===== src/rtl/ctrl_seq_if.sv =====
// Control bundle between the ctrl_seq sequencer and its instruction ROM,
// program counter, reg_file, ALU and data_memory.
interface ctrl_seq_if #(
  parameter int RAW = 3,
  parameter int OPW = 3
);
  localparam int IW = 3 + 2 * RAW;

  logic           Start;
  logic [IW-1:0]  Instruction;
  logic           PCInit;
  logic           PCEn;
  logic           JumpEqual;
  logic           JumpNotEqual;
  logic           RegWrEn;
  logic           MemWrEn;
  logic           MemRdEn;
  logic [1:0]     WriteSource;
  logic [RAW-1:0] RdAddrA;
  logic [RAW-1:0] RdAddrB;
  logic [RAW-1:0] WriteRegAddr;
  logic [OPW-1:0] ALUOp;
  logic           Busy;
  logic           Ack;

  // Sequencer side: consumes Start/Instruction, drives every enable.
  modport master (
    input  Start, Instruction,
    output PCInit, PCEn, JumpEqual, JumpNotEqual, RegWrEn, MemWrEn, MemRdEn,
    output WriteSource, RdAddrA, RdAddrB, WriteRegAddr, ALUOp, Busy, Ack
  );

  // Datapath / environment side.
  modport slave (
    output Start, Instruction,
    input  PCInit, PCEn, JumpEqual, JumpNotEqual, RegWrEn, MemWrEn, MemRdEn,
    input  WriteSource, RdAddrA, RdAddrB, WriteRegAddr, ALUOp, Busy, Ack
  );
endinterface


===== src/rtl/ctrl_seq.sv =====
// Multi-cycle control sequencer: steps each instruction through
// FETCH -> EXEC -> (MEMWAIT) -> (WB) and drives all datapath enables.
// Every output is a register updated together with the state, so the value
// seen in a cycle is the value belonging to the state occupied in that cycle.
// PCInit accompanies the first FETCH after Start; PCEn accompanies the last
// busy cycle of each instruction, so each instruction boundary sees exactly one.
module ctrl_seq #(
  parameter int RAW     = 3,
  parameter int MEM_LAT = 2,
  parameter int OPW     = 3
) (
  input logic        Clk,
  input logic        Reset_n,
  ctrl_seq_if.master bus
);
  localparam int IW = 3 + 2 * RAW;
  localparam int CW = (MEM_LAT > 1) ? $clog2(MEM_LAT) : 1;

  // ALU operation encodings
  localparam logic [OPW-1:0] kLSH = OPW'(32'd0);
  localparam logic [OPW-1:0] kRSH = OPW'(32'd1);
  localparam logic [OPW-1:0] kADD = OPW'(32'd2);
  localparam logic [OPW-1:0] kORR = OPW'(32'd3);

  // Opcodes (IR[IW-1:IW-3])
  localparam logic [2:0] OP_LSL = 3'b000;
  localparam logic [2:0] OP_LSR = 3'b001;
  localparam logic [2:0] OP_ADD = 3'b010;
  localparam logic [2:0] OP_LDR = 3'b011;
  localparam logic [2:0] OP_STR = 3'b100;
  localparam logic [2:0] OP_BR  = 3'b101;
  localparam logic [2:0] OP_ORR = 3'b110;
  localparam logic [2:0] OP_LUT = 3'b111;

  typedef enum logic [2:0] {
    S_IDLE    = 3'd0,
    S_FETCH   = 3'd1,
    S_EXEC    = 3'd2,
    S_MEMWAIT = 3'd3,
    S_WB      = 3'd4,
    S_HALT    = 3'd5
  } state_t;

  typedef struct packed {
    logic           pc_init;
    logic           pc_en;
    logic           jeq;
    logic           jne;
    logic           reg_wr;
    logic           mem_wr;
    logic           mem_rd;
    logic [1:0]     wsrc;
    logic [RAW-1:0] rda;
    logic [RAW-1:0] rdb;
    logic [RAW-1:0] wa;
    logic [OPW-1:0] alu_op;
    logic           busy;
    logic           ack;
  } outs_t;

  state_t         state_r;
  logic [IW-1:0]  ir_r;
  logic [CW-1:0]  cnt_r;
  outs_t          out_r;

  function automatic logic is_halt(input logic [IW-1:0] ir);
    return (ir == {IW{1'b1}});
  endfunction

  function automatic logic is_ldr(input logic [IW-1:0] ir);
    return (ir[IW-1 -: 3] == OP_LDR);
  endfunction

  // FETCH: only Busy, plus PCInit on the FETCH that follows a Start.
  function automatic outs_t fetch_outs(input logic init);
    outs_t o;
    o         = '0;
    o.busy    = 1'b1;
    o.pc_init = init;
    return o;
  endfunction

  // HALT: everything quiet except Ack.
  function automatic outs_t halt_outs();
    outs_t o;
    o     = '0;
    o.ack = 1'b1;
    return o;
  endfunction

  // Load wait / writeback: addresses and source held, enables only on WB.
  function automatic outs_t load_outs(input logic [IW-1:0] ir, input logic wb);
    outs_t o;
    o        = '0;
    o.busy   = 1'b1;
    o.wsrc   = 2'b01;
    o.wa     = ir[2*RAW-1 -: RAW];
    o.rdb    = ir[RAW-1:0];
    o.reg_wr = wb;
    o.pc_en  = wb;
    return o;
  endfunction

  // EXEC decode of an instruction word.
  function automatic outs_t exec_outs(input logic [IW-1:0] ir);
    outs_t          o;
    logic [2:0]     op;
    logic [RAW-1:0] a;
    logic [RAW-1:0] b;
    o      = '0;
    o.busy = 1'b1;
    op     = ir[IW-1 -: 3];
    a      = ir[2*RAW-1 -: RAW];
    b      = ir[RAW-1:0];
    case (op)
      OP_LSL: begin
        o.wa = a; o.rdb = b; o.alu_op = kLSH; o.reg_wr = 1'b1; o.pc_en = 1'b1;
      end
      OP_LSR: begin
        o.wa = a; o.rdb = b; o.alu_op = kRSH; o.reg_wr = 1'b1; o.pc_en = 1'b1;
      end
      OP_ADD: begin
        o.wa = a; o.rda = a; o.rdb = b; o.alu_op = kADD;
        o.reg_wr = 1'b1; o.pc_en = 1'b1;
      end
      OP_LDR: begin
        o.wa = a; o.rdb = b; o.wsrc = 2'b01; o.mem_rd = 1'b1;
      end
      OP_STR: begin
        o.rda = a; o.rdb = b; o.mem_wr = 1'b1; o.pc_en = 1'b1;
      end
      OP_BR: begin
        o.jeq = ~a[RAW-1]; o.jne = a[RAW-1]; o.pc_en = 1'b1;
      end
      OP_ORR: begin
        o.wa = a; o.rda = a; o.rdb = b; o.alu_op = kORR;
        o.reg_wr = 1'b1; o.pc_en = 1'b1;
      end
      OP_LUT: begin
        if (is_halt(ir)) begin
          o.busy = 1'b1;
        end else begin
          o.wa = a; o.wsrc = 2'b10; o.reg_wr = 1'b1; o.pc_en = 1'b1;
        end
      end
      default: begin
        o.busy = 1'b1;
      end
    endcase
    return o;
  endfunction

  // Sequencer: next state, IR capture, load-wait counter and registered outputs.
  always_ff @(posedge Clk or negedge Reset_n) begin
    if (!Reset_n) begin
      state_r <= S_IDLE;
      ir_r    <= '0;
      cnt_r   <= '0;
      out_r   <= '0;
    end else begin
      case (state_r)
        S_IDLE: begin
          if (bus.Start) begin
            state_r <= S_FETCH;
            out_r   <= fetch_outs(1'b1);
          end else begin
            state_r <= S_IDLE;
            out_r   <= '0;
          end
        end
        S_HALT: begin
          if (bus.Start) begin
            state_r <= S_FETCH;
            out_r   <= fetch_outs(1'b1);
          end else begin
            state_r <= S_HALT;
            out_r   <= halt_outs();
          end
        end
        S_FETCH: begin
          state_r <= S_EXEC;
          ir_r    <= bus.Instruction;
          out_r   <= exec_outs(bus.Instruction);
        end
        S_EXEC: begin
          if (is_halt(ir_r)) begin
            state_r <= S_HALT;
            out_r   <= halt_outs();
          end else if (is_ldr(ir_r)) begin
            if (MEM_LAT == 1) begin
              state_r <= S_WB;
              out_r   <= load_outs(ir_r, 1'b1);
            end else begin
              state_r <= S_MEMWAIT;
              cnt_r   <= CW'(MEM_LAT - 1);
              out_r   <= load_outs(ir_r, 1'b0);
            end
          end else begin
            state_r <= S_FETCH;
            out_r   <= fetch_outs(1'b0);
          end
        end
        S_MEMWAIT: begin
          if (cnt_r <= CW'(1)) begin
            state_r <= S_WB;
            cnt_r   <= '0;
            out_r   <= load_outs(ir_r, 1'b1);
          end else begin
            state_r <= S_MEMWAIT;
            cnt_r   <= cnt_r - CW'(1);
            out_r   <= load_outs(ir_r, 1'b0);
          end
        end
        S_WB: begin
          state_r <= S_FETCH;
          out_r   <= fetch_outs(1'b0);
        end
        default: begin
          state_r <= S_IDLE;
          cnt_r   <= '0;
          out_r   <= '0;
        end
      endcase
    end
  end

  assign bus.PCInit       = out_r.pc_init;
  assign bus.PCEn         = out_r.pc_en;
  assign bus.JumpEqual    = out_r.jeq;
  assign bus.JumpNotEqual = out_r.jne;
  assign bus.RegWrEn      = out_r.reg_wr;
  assign bus.MemWrEn      = out_r.mem_wr;
  assign bus.MemRdEn      = out_r.mem_rd;
  assign bus.WriteSource  = out_r.wsrc;
  assign bus.RdAddrA      = out_r.rda;
  assign bus.RdAddrB      = out_r.rdb;
  assign bus.WriteRegAddr = out_r.wa;
  assign bus.ALUOp        = out_r.alu_op;
  assign bus.Busy         = out_r.busy;
  assign bus.Ack          = out_r.ack;
endmodule


===== src/flat_wrapper.sv =====
// flat-port wrapper written by rule: the top's interface ports become plain ports
module ctrl_seq_flat 
#(
  parameter int RAW     = 3,
  parameter int MEM_LAT = 2,
  parameter int OPW     = 3
)
  (Clk, Reset_n, bus_Start, bus_Instruction, bus_PCInit, bus_PCEn, bus_JumpEqual, bus_JumpNotEqual, bus_RegWrEn, bus_MemWrEn, bus_MemRdEn, bus_WriteSource, bus_RdAddrA, bus_RdAddrB, bus_WriteRegAddr, bus_ALUOp, bus_Busy, bus_Ack);
  ctrl_seq_if #(.RAW(RAW), .OPW(OPW)) bus_i ();
  input logic Clk;
  input logic Reset_n;
  input wire logic [$bits(bus_i.Start)-1:0] bus_Start;
  input wire logic [$bits(bus_i.Instruction)-1:0] bus_Instruction;
  output wire logic [$bits(bus_i.PCInit)-1:0] bus_PCInit;
  output wire logic [$bits(bus_i.PCEn)-1:0] bus_PCEn;
  output wire logic [$bits(bus_i.JumpEqual)-1:0] bus_JumpEqual;
  output wire logic [$bits(bus_i.JumpNotEqual)-1:0] bus_JumpNotEqual;
  output wire logic [$bits(bus_i.RegWrEn)-1:0] bus_RegWrEn;
  output wire logic [$bits(bus_i.MemWrEn)-1:0] bus_MemWrEn;
  output wire logic [$bits(bus_i.MemRdEn)-1:0] bus_MemRdEn;
  output wire logic [$bits(bus_i.WriteSource)-1:0] bus_WriteSource;
  output wire logic [$bits(bus_i.RdAddrA)-1:0] bus_RdAddrA;
  output wire logic [$bits(bus_i.RdAddrB)-1:0] bus_RdAddrB;
  output wire logic [$bits(bus_i.WriteRegAddr)-1:0] bus_WriteRegAddr;
  output wire logic [$bits(bus_i.ALUOp)-1:0] bus_ALUOp;
  output wire logic [$bits(bus_i.Busy)-1:0] bus_Busy;
  output wire logic [$bits(bus_i.Ack)-1:0] bus_Ack;
  assign bus_i.Start = bus_Start;
  assign bus_i.Instruction = bus_Instruction;
  assign bus_PCInit = bus_i.PCInit;
  assign bus_PCEn = bus_i.PCEn;
  assign bus_JumpEqual = bus_i.JumpEqual;
  assign bus_JumpNotEqual = bus_i.JumpNotEqual;
  assign bus_RegWrEn = bus_i.RegWrEn;
  assign bus_MemWrEn = bus_i.MemWrEn;
  assign bus_MemRdEn = bus_i.MemRdEn;
  assign bus_WriteSource = bus_i.WriteSource;
  assign bus_RdAddrA = bus_i.RdAddrA;
  assign bus_RdAddrB = bus_i.RdAddrB;
  assign bus_WriteRegAddr = bus_i.WriteRegAddr;
  assign bus_ALUOp = bus_i.ALUOp;
  assign bus_Busy = bus_i.Busy;
  assign bus_Ack = bus_i.Ack;
  ctrl_seq #(.RAW(RAW), .MEM_LAT(MEM_LAT), .OPW(OPW)) u_core (.Clk(Clk), .Reset_n(Reset_n), .bus(bus_i));
endmodule

===== config.mk =====
export PLATFORM = sky130hd
export DESIGN_NAME = ctrl_seq_flat
export DESIGN_NICKNAME = d
export VERILOG_FILES = /design/src/rtl/ctrl_seq_if.sv /design/src/rtl/ctrl_seq.sv /design/src/flat_wrapper.sv
export SDC_FILE = /design/constraint.sdc
export NUM_CORES = 1
export LEC_CHECK = 0
export ABC_AREA = 1
export ABC_CLOCK_PERIOD_IN_PS = 1500
export CORE_AREA = 5 5 75 77
export CTS_CLUSTER_SIZE = 40
export DETAILED_ROUTE_END_ITERATION = 10
export DIE_AREA = 0 0 80 82
export PLACE_DENSITY = 0.58
export RECOVER_POWER = 100
export SYNTH_ARGS = -nofsm -noshare
export SYNTH_HDL_FRONTEND = slang
export SYNTH_SLANG_ARGS = --single-unit
export TNS_END_PERCENT = 50

===== constraint.sdc =====
create_clock -name Clk -period 1.5 [get_ports Clk]
set_input_delay 0.3 -clock Clk [delete_from_list [all_inputs] [get_ports Clk]]
set_output_delay 0.3 -clock Clk [all_outputs]
set_load 0.1 [all_outputs]

==> run_results.csv, run 1 <==
group,metric,value,unit
status,status,"finished, final reports clean",
grt,use_met1,0.1309,
setup_path,rr_worst_depth,6,
setup_path,worstSetupPathType,"reg -> reg",
setup_path,timing.rr.end,"u_core.bus.WriteRegAddr[2]",
route,initialDrtViolationCount,44,
setup_path,worst-path-max-fanout,7,
grt,grtUsageTotal,0.1045,
grt,antenna_found_initial,0,
yosys,ys_ff_latch,34,
clock_network,cts_resized,0,
route,via_per_inst,4.144,
sta,finClkSkew,0.003233,ns
sta,setup_tns,0,ns
placement,place.gp.congestion,0.7889,
clock_network,cts_setup_buffers,0,
finish,drive_gt1_frac,0.2040,
placement,dp_hpwl,2.273,mm
route,wl_per_cell,11.44,um
route,ant_nets,0,
route,firstDrtPassIters,4,
floorplan,io_pins,35,
route,wirelength,3.100,mm
floorplan,core_area,0.004945,mm^2
grt,grt_util_met3,0.02961,
clock_network,clk_latency,0.28,ns
job,max-cap-violations,0,
floorplan,start_util,0.2849,
clock_network,clk_path_buf_depth,2,
setup_path,critPathLaunchType,"register",
route,num_vias,1123,
sta,setup_viol,0,
clock_network,hold_buffers,0,
clock_network,clock-root-buffer,"clkbuf_8",
finish,area_delta_synth_final,28.51,%
yosys,synth_warnings,0,
yosys,synth_nets,172,
power,vdd_drop_max,0.0008275,V
clock_network,path_clk_slew,0.06,ns
sta,min_period,1.336,ns
grt,grt_max_degree,35,
setup_path,r2r_start,"u_core.state_r[1]",
yosys,yosys.cell_types.count,20,
grt,met2_usage,0.1581,
yosys,synthCells,160,
setup_path,cp.required,1.72,ns
yosys,avgSynthCellArea,8.805,um^2
clock_network,cts_tree,"yes",
grt,grt_pass1_vias,1068,
placement,dp_slack,-0.02900,ns
floorplan,die_x,80,um
finish,diodes,0,
power,cellLeakagePower,1.020,nW
placement,io_buffer_count,33,
worst_hold_path,hp-class,"reg -> reg",
yosys,ys_seq_area_frac,0.6039,
setup_path,endpoint,"u_core.bus.WriteRegAddr[2]",
finish,fillCellCount,523,
setup_path,crit_path_end_kind,"register",
setup_path,rrSetupSlack,0.16,ns
grt,overflow,0,
grt,grt_pass1_wl,5.023,mm
floorplan,row_count,26,
clock_network,cts_sinks,34,
floorplan,die_h,82,um
sta,max_freq,748.2,MHz
yosys,syn_area,0.001409,mm^2
setup_path,worstPathArrival,1.56,ns
clock_network,htree_levels,2,
sta,period_share,0.8910,
sta,rsz0062_at_grt,"no",
grt,grt_busiest_layer,"met2",
power,cellPowerDensity,2272,mW/mm^2
sta,hold_viol_final,0,
sta,slew_viol_final,0,
finish,final_nets,214,
setup_path,startpoint,"u_core.state_r[1]",
clock_network,cts_made_buffers,5,
sta,fin_ws,0.1635,ns
sta,max_slew_margin,0.4483,
route,drt_drc_violations_left,0,
floorplan,die_area,0.006560,mm^2
sta,worstMarginPinSlew,0.8275,ns
[stage by stage]
stage	util	hold WS, ns	cell area (um^2)	total power (W)	std cells
after floorplan	-	0.004409	1409	0.003127	160
final	0.3661	0.4731	1810	0.004113	271
after global placement	0.4193	0.4565	2073	0.004030	265
after global routing	0.3661	0.4970	1810	0.004356	271
after detailed placement	0.4193	0.4620	2073	0.004055	265
after CTS	0.4360	0.3786	2156	0.004732	271
[layout by cell type (no fill, tap or decap), drive strengths merged]
cell	count
nand2	63
dfrtp	34
buf	24
inv	18
nor2	14
clkbuf	10
clkdlybuf4s50	9
nand3	8
nor3	7
o21ai	5
a21oi	3
nand4	2
dlygate4sd3	2
o211ai	1
conb	1
[how the worst min path moves through the flow]
| stage | depth (start not counted) | from | slack [ns] | end |
|---|---|---|---|---|
| after floorplan | 0 | Reset_n | 0.004 | u_core.bus.ALUOp[0] |
| after global placement | 2 | u_core.ir_r[7] | 0.46 | u_core.ir_r[7] |
| after detailed placement | 2 | u_core.ir_r[7] | 0.46 | u_core.ir_r[7] |
| after CTS | 2 | Reset_n | 0.38 | u_core.bus.WriteSource[1] |
| after global routing | 2 | u_core.ir_r[5] | 0.50 | u_core.bus.WriteRegAddr[2] |
| final | 2 | u_core.ir_r[7] | 0.47 | u_core.ir_r[7] |
[metal layers]
metal | wire [um] | vias to the layer above
met2 | 1494 | 28
met4 | 26 | 0
li1 | - | 567
met1 | 1460 | 524
met5 | 0 | -
met3 | 119 | 4
[area by class of cell]
cell class / instances / area, um^2 / share of cell area
Multi-Input combinational cell: 104 / 451.7 / 0.2495
Timing Repair Buffer: 39 / 270.3 / 0.1493
Tap cell: 70 / 87.58 / 0.04838
Clock buffer: 6 / 82.58 / 0.04561
Sequential cell: 34 / 850.8 / 0.4699
Inverter: 18 / 67.56 / 0.03732
[state kept, by name, summed over array words and instances, names as in the netlist]
signal / flops
u_core.ir_r: 9
u_core.bus.RdAddrA: 3
u_core.bus.RdAddrB: 3
u_core.bus.WriteRegAddr: 3
u_core.state_r: 3
u_core.bus.ALUOp: 2
u_core.bus.WriteSource: 2
u_core.bus.Ack: 1
u_core.bus.Busy: 1
u_core.bus.JumpEqual: 1
u_core.bus.JumpNotEqual: 1
u_core.bus.MemRdEn: 1
u_core.bus.MemWrEn: 1
u_core.bus.PCEn: 1
u_core.bus.PCInit: 1
u_core.bus.RegWrEn: 1
[critical path, stage by stage (launching register included)]
cell,delay (ns)
dfrtp_1,0.45
inv_1,0.10
nor3_1,0.28
nand2_1,0.16
nand2_2,0.16
nand2_1,0.07
nand2_1,0.06
[power breakdown]
group,switching (W),internal (W)
clock,0.000303,0.000353
sequential,0.000169,0.00122
combinational,0.00169,0.000379
total,0.00216,0.00195
[Yosys cell counts]
master | number | share of area
nor2_4 | 2 | 0.016
inv_2 | 4 | 0.011
a21oi_1 | 3 | 0.011
nor3_2 | 1 | 0.0071
nand4_1 | 2 | 0.0089
buf_2 | 1 | 0.0035
nor2_2 | 2 | 0.0089
o211ai_1 | 1 | 0.0053
nor3_1 | 6 | 0.021
conb_1 | 1 | 0.0027
o21ai_2 | 1 | 0.0062
nand2_1 | 62 | 0.17
nand3_1 | 8 | 0.028
nor2_1 | 10 | 0.027
inv_1 | 14 | 0.037
dfrtp_1 | 34 | 0.60
buf_4 | 2 | 0.011
buf_6 | 1 | 0.0080
o21ai_0 | 4 | 0.014
nand2_2 | 1 | 0.0044
[logic make-up (layout without fill, tap and decap cells)]
kind of cell,count (synthesis),count (layout),synth area share
AOI/OAI and AO/OA,9,9,0.03641
buffers and inverters,22,63,0.07015
DFF,34,34,0.6039
other,1,1,0.002662
and+or+nand+nor,94,94,0.2869
Note: power is estimated with default switching activity, not from simulation.
==> inputs of run 2 (changes only) <==
CORE_AREA = 2 2 72 74   (was 5 5 75 77)
DIE_AREA = 0 0 74 76   (was 0 0 80 82)
==> run 2 against run 1 <==
  * Final cell count up 0.74%
  * Combinational power barely moved
  * Clock power rose by 19%
  * Setup slack worse by 0.022 ns
  * Highest routed layer unchanged
==> run_results.csv, run 2 (synthesis results as in run 1) <==
group,metric,value,unit
setup_path,worstPathArrival,1.06,ns
route,met1Wirelength,1.429,mm
route,firstDrtPassIters,4,
floorplan,start_util,0.2868,
sta,hold_viol_final,0,
finish,largest_reg_flops,9,
sta,max_freq,735.9,MHz
clock_network,cts_made_buffers,5,
placement,place_area,0.002073,mm^2
floorplan,io_pins,35,
finish,postLayoutCellArea,0.001826,mm^2
route,wl_met3,177,um
route,initialDrtViolationCount,52,
finish,fillCellCount,511,
finish,multi_input_area,444.2,um^2
floorplan,die_x,74,um
finish,seqCellArea,850.8,um^2
setup_path,worst-path-max-fanout,1,
floorplan,die_area,0.005624,mm^2
status,status,"finished, final reports clean",
setup_path,critPathLaunchType,"register",
floorplan,row_count,26,
worst_hold_path,hold_depth,2,
placement,io_buffer_count,33,
floorplan,core_area,0.004912,mm^2
sta,worstMarginPinSlew,0.8243,ns
setup_path,worstSetupPathType,"reg -> out",
finish,finish.utilization,0.3716,
grt,overflow,0,
setup_path,slowest_stage,"buf_2",
setup_path,startpoint,"u_core.bus.WriteRegAddr[1]",
job,max-cap-violations,0,
route,via_per_inst,4.128,
power,vdd_drop_max,0.0007229,V
finish,final_common_cell,"nand2_1",
sta,slew_viol_final,0,
finish,area_delta_synth_final,29.57,%
setup_path,slowest_delay,0.43,ns
floorplan,die_h,76,um
clock_network,cts_tree,"yes",
worst_hold_path,hp-class,"reg -> reg",
power,cellLeakagePower,1.037,nW
clock_network,cts_setup_buffers,0,
finish,diodes,0,
grt,grt_max_degree,35,
route,drt_drc_violations_left,0,
power,power,0.004219,W
route,wl_per_cell,10.93,um
sta,setup_viol,0,
clock_network,cts_sinks,34,
placement,place.gp.congestion,0.8234,
clock_network,clk_latency,0.29,ns
grt,grtUsageTotal,0.1224,
grt,grt_pass1_vias,1078,
clock_network,htree_levels,2,
setup_path,cp.required,1.20,ns
clock_network,clk_path_buf_depth,2,
setup_path,cp_top_family,"buffers and inverters",
finish,final_cell_mix,"62 x nand2_1, 34 x dfrtp_1, 21 x buf_2, 15 x inv_1, 12 x nor2_1",
clock_network,path_clk_slew,0.06,ns
setup_path,timing.rr.end,"u_core.bus.WriteSource[0]",
route,route.met2.wl,1.312,mm
grt,antenna_found_initial,0,
placement,dp_hpwl,2.138,mm
finish,final_nets,214,
setup_path,rr_worst_depth,7,
sta,max_slew_margin,0.4505,
sta,setup_tns,0,ns
sta,finClkSkew,0.006105,ns
route,num_vias,1127,
sta,min_period,1.359,ns
clock_network,clock-root-buffer,"clkbuf_8",
route,ant_nets,0,
clock_network,hold_buffers,0,
route,wirelength,2.985,mm
worst_hold_path,holdCritStartpoint,"u_core.ir_r[5]",
power,cellPowerDensity,2311,mW/mm^2
finish,drive_gt1_frac,0.2167,
clock_network,cts_resized,0,
route,highest_layer,"met4",
setup_path,r2r_start,"u_core.state_r[2]",
worst_hold_path,min_to,"u_core.bus.WriteRegAddr[2]",
sta,rsz0062_at_grt,"no",
setup_path,critical_path.cell_chain,"buf_2",
sta,period_share,0.9059,
finish,largest-register,"u_core.ir_r",
setup_path,path_buf_inv,1,
setup_path,rrSetupSlack,0.18,ns
setup_path,crit_path_end_kind,"output pin",
grt,grt_pass1_wl,5.147,mm
[run 2: changes by cell type in the layout (fill, tap and decap cells not counted), sizes merged]
cell / previous run / this run
buf: 24 / 26
[run 2: power breakdown]
| part | switching (W) | internal, W |
|---|---|---|
| combinational | 0.00167 | 0.000365 |
| clock | 0.000320 | 0.000463 |
| sequential | 0.000175 | 0.00122 |
[run 2: worst max path at each step]
stage          depth (start not counted)  slack, ns                    endpoint
2_1_floorplan                          0       0.32                bus_ALUOp[0]
3_3_place_gp                           7       0.01  u_core.bus.WriteRegAddr[0]
3_5_place_dp                           7      -0.04  u_core.bus.WriteRegAddr[1]
4_1_cts                                8       0.20  u_core.bus.WriteRegAddr[1]
5_1_grt                                7       0.04  u_core.bus.WriteRegAddr[1]
6_report                               1       0.14         bus_WriteRegAddr[1]
[run 2: layer usage]
layer	vias up	global-route usage
met3	7	0.04101
met1	521	0.1733
met2	27	0.1679
met5	-	0
li1	572	-
met4	0	0.05455
[run 2: metrics by stage]
stage / hold WS (ns) / setup WS [ns] / std cells
floorplan: 0.004409 / 0.3167 / 160
global placement: 0.4556 / 0.01447 / 265
detailed placement: 0.4598 / -0.04103 / 265
CTS: 0.3901 / 0.1982 / 273
global route: 0.5213 / 0.04161 / 273
finish: 0.4880 / 0.1412 / 273
[run 2: cell type report]
class / count / area share
Inverter: 18 / 0.03701
Clock buffer: 8 / 0.06032
Sequential cell: 34 / 0.4661
Multi-Input combinational cell: 104 / 0.2433
Tap cell: 70 / 0.04798
Timing Repair Buffer: 39 / 0.1453
[run 2: worst reg2reg max path, delay by kind of cell, from the launching register on]
| family | cells | cell delay, ns |
|---|---|---|
| flip-flops | 1 | 0.44 |
| AND/OR/NAND/NOR | 5 | 0.41 |
| buffers and inverters | 2 | 0.35 |
==> inputs of run 3 (changes only) <==
CORE_AREA = 2 2 82 84   (was 2 2 72 74)
DIE_AREA = 0 0 84 86   (was 0 0 74 76)
PLACE_DENSITY = 0.48   (was 0.58)
==> run 3 against run 2 <==
  * Worst hold slack worse by 0.0070 ns
  * First-iteration DRC count rose by 3.8%
  * Clock skew fell by 0.0031 ns
  * Register-to-register slack got worse by 0.02 ns
  * Routed wire length is 6.2% higher
  * Setup slack improved by 0.017 ns
  * Power down 2.6%
  * Critical endpoint is now bus_Ack
  * Largest cell class unchanged
==> run_results.csv, run 3 (synthesis results as in run 1) <==
group,metric,value,unit
clock_network,cts_tree,"yes",
placement,dp_hpwl,2.367,mm
worst_hold_path,hold_depth,2,
sta,max_freq,745.1,MHz
setup_path,rrSetupSlack,0.16,ns
setup_path,cp.required,1.20,ns
clock_network,path_clk_slew,0.06,ns
grt,grt_pass1_vias,1158,
clock_network,clk_latency,0.27,ns
placement,place.gp.congestion,0.7573,
sta,hold_viol_final,0,
finish,final_cell_mix,"62 x nand2_1, 34 x dfrtp_1, 20 x buf_2, 17 x inv_1, 10 x nor2_1",
sta,worstMarginPinSlew,0.8690,ns
floorplan,start_util,0.2244,
worst_hold_path,holdCritStartpoint,"u_core.ir_r[5]",
clock_network,cts_sinks,34,
setup_path,r2r_start,"u_core.state_r[2]",
power,vdd_drop_max,0.0009467,V
finish,postLayoutCellArea,0.001838,mm^2
sta,setup_viol,0,
setup_path,cp_top_family,"buffers and inverters",
sta,period_share,0.8948,
grt,overflow,0,
floorplan,row_count,29,
finish,final_cells,281,
finish,final_common_cell,"nand2_1",
setup_path,worstPathArrival,1.04,ns
setup_path,worstSetupPathType,"reg -> out",
route,num_vias,1132,
setup_path,timing.rr.end,"u_core.bus.WriteRegAddr[1]",
grt,grtUsageTotal,0.09504,
clock_network,cts_made_buffers,5,
setup_path,slowest_delay,0.45,ns
route,ant_nets,0,
setup_path,crit_path_end_kind,"output pin",
sta,min_period,1.342,ns
grt,grt_max_degree,35,
clock_network,clock-root-buffer,"clkbuf_8",
sta,setup_tns,0,ns
sta,rsz0062_at_grt,"no",
sta,hold_ws,0.4810,ns
finish,final_nets,217,
power,cellPowerDensity,2235,mW/mm^2
floorplan,core_area,0.006277,mm^2
worst_hold_path,hp-class,"reg -> reg",
sta,finClkSkew,0.003021,ns
route,wirelength,3.169,mm
job,max-cap-violations,0,
route,firstDrtPassIters,4,
finish,largest-register,"u_core.ir_r",
setup_path,slowest_stage,"clkbuf_2",
floorplan,die_area,0.007224,mm^2
power,cellLeakagePower,1.032,nW
finish,drive_gt1_frac,0.2157,
setup_path,critPathLaunchType,"register",
floorplan,io_pins,35,
route,via_per_inst,4.028,
worst_hold_path,min_to,"u_core.bus.WriteRegAddr[2]",
placement,dp.cells,275,
placement,io_buffer_count,33,
sta,slew_viol_final,0,
grt,antenna_found_initial,0,
clock_network,hold_buffers,0,
finish,largest_reg_flops,9,
clock_network,cts_resized,0,
floorplan,die_h,86,um
grt,grt_pass1_wl,5.395,mm
setup_path,worst-path-max-fanout,1,
clock_network,htree_levels,2,
finish,diodes,0,
clock_network,cts_setup_buffers,0,
status,status,"finished, final reports clean",
setup_path,critical_path.cell_chain,"clkbuf_2",
route,wl_per_cell,11.28,um
floorplan,die_x,84,um
route,initialDrtViolationCount,54,
clock_network,clk_path_buf_depth,2,
finish,area_delta_synth_final,30.46,%
placement,place_area,0.002105,mm^2
route,drt_drc_violations_left,0,
setup_path,rr_worst_depth,8,
sta,max_slew_margin,0.4207,
setup_path,path_buf_inv,1,
## run 3: changes by cell type in the layout (fill, tap and decap cells not counted)
cell,delta
buf_2,-1
buf_4,+2
clkbuf_1,+1
clkbuf_2,+2
clkbuf_4,-1
clkbuf_8,-2
inv_1,+2
inv_2,-2
nor2_1,-2
nor2_4,+2
## run 3: worst max path at each step
stage | start | to | slack (ns) | cells after the start
final | u_core.bus.Ack | bus_Ack | 0.16 | 1
after global routing | u_core.state_r[2] | u_core.bus.WriteRegAddr[1] | 0.05 | 8
after CTS | u_core.state_r[2] | u_core.bus.WriteRegAddr[1] | 0.18 | 8
after detailed placement | bus_Instruction[8] | u_core.bus.RdAddrA[2] | -0.01 | 4
after global placement | bus_Instruction[8] | u_core.bus.RdAddrA[2] | 0.008 | 4
after floorplan | u_core.bus.ALUOp[0] | bus_ALUOp[0] | 0.32 | 0
## run 3: metrics by stage
stage,worst slack (ns),util,total power [W]
floorplan,0.3167,-,0.003127
global placement,0.007920,0.3353,0.004057
detailed placement,-0.009844,0.3353,0.004073
CTS,0.1759,0.3484,0.004729
global route,0.05498,0.2928,0.004377
finish,0.1578,0.2928,0.004109
## run 3: where the power goes
| part | internal, W | switching, W | leakage, nW |
|---|---|---|---|
| clock | 0.000353 | 0.000292 | 0.0431 |
| sequential | 0.00122 | 0.000169 | 0.443 |
| combinational | 0.000373 | 0.00170 | 0.546 |
| total | 0.00195 | 0.00216 | 1.03 |
## run 3: routing by layer
layer / GRT usage / part of all wire
met5: 0 / 0
met1: 0.1292 / 0.49
met2: 0.1404 / 0.45
met3: 0.03272 / 0.049
met4: 0.03519 / 0.011
## run 3: layout make-up
| class | count | area, um^2 |
|---|---|---|
| timing repair buffer | 42 | 281.5 |
| multi-input combinational | 104 | 459.2 |
| sequential | 34 | 850.8 |
| fill | 684 | 4439 |
| clock buffer | 6 | 82.58 |
| inverter | 18 | 67.56 |
| tap | 77 | 96.34 |
